### src/rtl/reg_file_pkg.sv
// Shared core constants and register-file state encoding.
// Imported by the register file and its scrub controller.
package reg_file_pkg;

   localparam int XLEN     = 32;
   localparam int REG_AW   = 5;
   localparam int REG_ZERO = 0;

   typedef enum logic {
      RF_SCRUB = 1'b0,
      RF_RUN   = 1'b1
   } rf_state_t;

endpackage

### src/rtl/rf_scrub_ctrl.sv
// Post-reset scrub FSM and write-port mux for the register file.
// Zeroes x1..x(NREGS-1) one per cycle, then hands the port to the core.
module rf_scrub_ctrl
   import reg_file_pkg::*;
#(
   parameter int WIDTH = XLEN,
   parameter int NREGS = 32,
   parameter int AW    = REG_AW
) (
   input  logic             clk,
   input  logic             rst,
   input  logic             we,
   input  logic [AW-1:0]    rd_addr,
   input  logic [WIDTH-1:0] wdata,
   output logic             run,
   output logic             ready,
   output logic             mem_we,
   output logic [AW-1:0]    mem_addr,
   output logic [WIDTH-1:0] mem_wdata
);

   localparam logic [AW-1:0] LAST = AW'(NREGS - 1);
   localparam logic [AW-1:0] ZERO = AW'(REG_ZERO);

   rf_state_t       state_q, state_d;
   logic [AW-1:0]   ptr_q, ptr_d;
   logic            ready_q, ready_d;

   always_ff @(posedge clk) begin
      if (rst) begin
         state_q <= RF_SCRUB;
         ptr_q   <= AW'(1);
         ready_q <= 1'b0;
      end else begin
         state_q <= state_d;
         ptr_q   <= ptr_d;
         ready_q <= ready_d;
      end
   end

   always_comb begin
      state_d   = state_q;
      ptr_d     = ptr_q;
      ready_d   = ready_q;
      mem_we    = 1'b0;
      mem_addr  = rd_addr;
      mem_wdata = wdata;
      unique case (state_q)
         RF_SCRUB: begin
            // External writes are dropped here, not queued
            ptr_d     = ptr_q + AW'(1);
            mem_we    = ~rst;
            mem_addr  = ptr_q;
            mem_wdata = '0;
            if (ptr_q == LAST) begin
               state_d = RF_RUN;
               ready_d = 1'b1;
            end
         end
         RF_RUN: begin
            mem_we = we & ~rst & (rd_addr != ZERO);
         end
         default: begin
            state_d = RF_SCRUB;
         end
      endcase
   end

   assign run   = (state_q == RF_RUN);
   assign ready = ready_q;

endmodule

### src/rtl/reg_file.sv
// RV32I architectural register file: two combinational read ports,
// one write port, x0 hardwired to zero, optional write-to-read bypass.
module reg_file
   import reg_file_pkg::*;
#(
   parameter int WIDTH  = XLEN,
   parameter int NREGS  = 32,
   parameter int AW     = REG_AW,
   parameter int BYPASS = 1
) (
   input  logic             clk,
   input  logic             rst,
   input  logic [AW-1:0]    rs1_addr,
   input  logic [AW-1:0]    rs2_addr,
   output logic [WIDTH-1:0] rd1,
   output logic [WIDTH-1:0] rd2,
   input  logic             we,
   input  logic [AW-1:0]    rd_addr,
   input  logic [WIDTH-1:0] wdata,
   output logic             ready
);

   localparam logic [AW-1:0] ZERO = AW'(REG_ZERO);

   logic [WIDTH-1:0] mem [NREGS];
   logic             run;
   logic             mem_we;
   logic [AW-1:0]    mem_addr;
   logic [WIDTH-1:0] mem_wdata;
   logic             fwd1, fwd2;

   rf_scrub_ctrl #(
      .WIDTH (WIDTH),
      .NREGS (NREGS),
      .AW    (AW)
   ) u_scrub (
      .clk       (clk),
      .rst       (rst),
      .we        (we),
      .rd_addr   (rd_addr),
      .wdata     (wdata),
      .run       (run),
      .ready     (ready),
      .mem_we    (mem_we),
      .mem_addr  (mem_addr),
      .mem_wdata (mem_wdata)
   );

   // No reset on the array so it can map to distributed RAM
   always_ff @(posedge clk) begin
      if (mem_we) begin
         mem[mem_addr] <= mem_wdata;
      end
   end

   assign fwd1 = (BYPASS != 0) && we && (rd_addr == rs1_addr);
   assign fwd2 = (BYPASS != 0) && we && (rd_addr == rs2_addr);

   always_comb begin
      rd1 = '0;
      if (run && (rs1_addr != ZERO)) begin
         rd1 = fwd1 ? wdata : mem[rs1_addr];
      end
   end

   always_comb begin
      rd2 = '0;
      if (run && (rs2_addr != ZERO)) begin
         rd2 = fwd2 ? wdata : mem[rs2_addr];
      end
   end

endmodule

### config.mk
export PLATFORM = sky130hd
export DESIGN_NAME = reg_file
export DESIGN_NICKNAME = d
export VERILOG_FILES = /design/src/rtl/reg_file_pkg.sv /design/src/rtl/rf_scrub_ctrl.sv /design/src/rtl/reg_file.sv
export SDC_FILE = /design/constraint.sdc
export NUM_CORES = 1
export LEC_CHECK = 0
export CORE_MARGIN = 3
export CORE_UTILIZATION = 24
export CTS_BUF_LIST = sky130_fd_sc_hd__clkbuf_2 sky130_fd_sc_hd__clkbuf_4 sky130_fd_sc_hd__clkbuf_8
export CTS_CLUSTER_SIZE = 40
export DETAILED_ROUTE_END_ITERATION = 16
export GPL_ROUTABILITY_DRIVEN = 0
export HOLD_SLACK_MARGIN = 0.08
export SLEW_MARGIN = 20
export SYNTH_ARGS = -nofsm -noshare
export SYNTH_HDL_FRONTEND = slang
export SYNTH_SLANG_ARGS = --single-unit
### constraint.sdc
create_clock -name clk -period 5.66 [get_ports clk]
set_input_delay 1.698 -clock clk [delete_from_list [all_inputs] [get_ports clk]]
set_output_delay 1.698 -clock clk [all_outputs]
set_load 0.01 [all_outputs]
==> metrics.md <==
| Metric | Value |
|---|---|
| Antenna viol nets, final | `0` |
| Worst EP arrival | `3.94 ns` |
| FMAX | `177 MHz` |
| Multi-input logic area | `17100 um2` |
| Final worst slack | `0.0252 ns` |
| Top layer in use | `met4` |
| Core ar. | `203000 um2` |
| Pre-CTS WS | `-0.600 ns` |
| Final hold violation count | `0` |
| FF+latch area | `30900 um2` |
| RSZ-0062 raised after global routing | `true` |
| Number of global-route vias before repair | `32000` |
| Hold Startpoint | `u_scrub.ptr_q[4]$_SDFFE_PP0N_` |
| Clock Latency Late Sink | `0.88 ns` |
| Post-synthesis register bit count | `1031` |
| Worst Skew | `0.0293 ns` |
| Initial DRC count | `3462` |
| Syn Inst Count | `2768` |
| Relative slew slack | `0.257` |
| R2R depth | `8` |
| Met2 wire len | `79.5 mm` |
| Worst-path cell chain | `dlygate4sd2_1 -> xnor2_1 -> nand4_1 -> or3_4 -> buf_4 -> nor4b_2 -> nor4_2 -> buf_4 -> clkdlybuf4s15_2` |
| Filler instances | `19800` |
| Pwr/cell area | `269 nW/um2` |
| CP most frequent cell | `buf_4` |
| Final period util | `0.996` |
| Synth Cell Area | `49000 um2` |
| Outcome | `finished clean` |
| Die Y | `458 um` |
| Total number of vias | `31700` |
| CTS tree | `built` |
| Post-DR wirelength/cell | `27.5 um` |
| Main synth FF type | `edfxtp_1` |
| Top-Level Pins | `115` |
| CTS hold repair buffers | `0` |
| First-pass detailed-route iteration total | `8` |
| Initial antenna violation count | `5` |
| # nets final | `3363` |
| H-tree Lvls | `4` |
| First-pass GRT wire length | `237 mm` |
| Required @ worst endpoint | `3.96 ns` |
| Flop2flop setup slack | `2.12 ns` |
| Tmin final | `5.63 ns` |
| DIE AREA | `209000 um2` |
| Root Driver | `clkbuf_8` |
| Crit end category | `primary output` |
| Critical path class | `in -> out` |
| R2R Path End | `mem[24][12]$_DFFE_PP_` |
| All-Layer GR Usage | `0.157` |
| Hold Path End | `u_scrub.ptr_q[4]$_SDFFE_PP0N_` |
| DP Wirelength | `115 mm` |
| Setup-failing EPs final | `0` |
| Reg clk slew, reported paths | `0.06 ns` |
| DR DRC count | `0` |
| Area growth syn-to-layout | `23.8%` |
| Routed WL | `168 mm` |
| Max VDD drop | `0.216 mV` |
| Seq/Total Area, Yosys | `0.631` |
| Starting Density | `0.242` |
| Fraction of layout cells with a size suffix above 1 | `0.377` |
| WL met3 | `14.1 mm` |
| Hold Path Class | `reg -> reg` |
| Commonest cells after routing, fill and taps aside | `edfxtp_1 (1024), buf_4 (369), mux4_2 (355), mux2i_1 (257), clkbuf_8 (175)` |
| Worst hold stages | `2` |
| Placed Area | `57200 um2` |
| CP max stage cell | `or3_4` |
| Post-synth cell types | `54` |
| CP max stage delay | `0.43 ns` |
| PortBufs | `114` |
| Pin count of the biggest net entering global routing | `36` |
| Reg-to-Reg Start | `u_scrub.run$_SDFF_PP0_` |
| Vias per cell | `5.19` |
| CTS Buf Count | `169` |
| CTS max path bufs | `3` |
| Commonest non-fill, non-tap cell in the layout | `edfxtp_1` |
| Max Cap Viol | `0` |
| Ys Warns | `0` |
| Mapped Nets | `2820` |
| Synth Area per Inst | `17.7 um2` |
| Clock sink count | `1031` |
| Total grt overflow | `0` |
| CP Max Fanout | `3` |
| Final slew viol count | `0` |
| Finished Cell Area | `60600 um2` |
| Worst hold slack | `0.580 ns` |
| Startpoint types | `primary input` |
| WL met1 | `68.0 mm` |
| # rows | `165` |
| Die width | `458 um` |
| EDFF count, synth | `1024` |
| Ys async rst share | `0` |
| LEAKAGE | `19.8 nW` |
| Worst slew pin tran | `1.11 ns` |
## layer usage
metal	vias to the layer above	GRT usage
met5	-	0
met4	0	0.0626
met3	308	0.0328
met2	1603	0.254
met1	16900	0.206
li1	13000	-
## timing repair
item | in CTS | in global routing
resized for setup | 220 | 20
buffers inserted | 26 | 3
pin swaps | 16 | 2
endpoints found under the setup margin | 64 | 39
## cell families after synthesis
kind of cell,after synthesis,share of synthesized area
flip-flops,1031,0.631
multiplexers,675,0.230
AO/OA/AOI/OAI,518,0.0794
AND/OR/NAND/NOR,291,0.0282
buffers and inverters,239,0.0284
XOR/XNOR,12,0.00215
adder cells (fa/ha/maj),2,0.000511
## how the worst max path moves through the flow
| stage | from | end | depth (start not counted) |
|---|---|---|---|
| floorplan | rs2_addr[1] | rd2[20] | 7 |
| global placement | rd_addr[1] | rd2[30] | 8 |
| global route | rd_addr[2] | rd1[22] | 11 |
| finish | rd_addr[1] | rd2[30] | 9 |
| detailed placement | rd_addr[1] | rd2[14] | 8 |
| CTS | rs2_addr[4] | rd2[25] | 10 |
## critical path: cells and delay by family
family | cells | cell delay, ns
AND/OR/NAND/NOR | 4 | 1.05
buffers and inverters | 4 | 0.93
XOR/XNOR | 1 | 0.24
## cell usage after synthesis, types with 16 or more instances
cell type,number,share of area
buf_6,31,0.0071
mux4_2,355,0.16
buf_1,16,0.0012
buf_2,70,0.0072
and2_1,31,0.0040
buf_4,28,0.0043
a31oi_1,33,0.0042
o211ai_1,30,0.0046
nand3_1,35,0.0036
o21ai_1,64,0.0065
a221oi_1,126,0.023
o221ai_1,31,0.0055
a21oi_1,34,0.0035
mux2_2,63,0.014
o21ai_0,34,0.0035
a221o_1,62,0.013
clkbuf_1,79,0.0061
a22oi_1,95,0.015
edfxtp_1,1024,0.63
nand2b_1,32,0.0041
nand2_1,50,0.0038
mux2i_1,257,0.053
nor2_1,118,0.0090
## report_power, final
part	total (mW)	internal [mW]	switching [mW]
clock network	6.25	3.24	3.01
logic	1.66	0.757	0.906
registers	8.39	8.36	0.0342
total	16.3	12.4	3.95
## area by class of cell
cell class / count / share of cell area
Antenna cell: 4 / 0.000165
Clock inverter: 70 / 0.00555
Sequential cell: 1031 / 0.510
Multi-Input combinational cell: 1498 / 0.283
Clock buffer: 228 / 0.0463
Inverter: 8 / 0.000537
Timing Repair Buffer: 603 / 0.0996
Tap cell: 2672 / 0.0552
## through the flow
stage | utilization | cells | TNS [ns] | power (mW)
4_1_cts | 0.299 | 6106 | 0 | 16.4
5_1_grt | 0.299 | 6113 | -0.0792 | 16.9
3_5_place_dp | 0.283 | 5783 | -32.45 | 10.2
3_3_place_gp | 0.282 | 5783 | -31.94 | 10.2
6_report | 0.299 | 6114 | 0 | 16.3
2_1_floorplan | - | 2768 | 0 | 9.38
## state kept, by name, summed over array words and instances, names as in the netlist
register and cells:
u_scrub.run 1, u_scrub.ptr_q 5, u_scrub.ready 1, mem 1024
No activity file was read; power rests on OpenSTA's default activity.
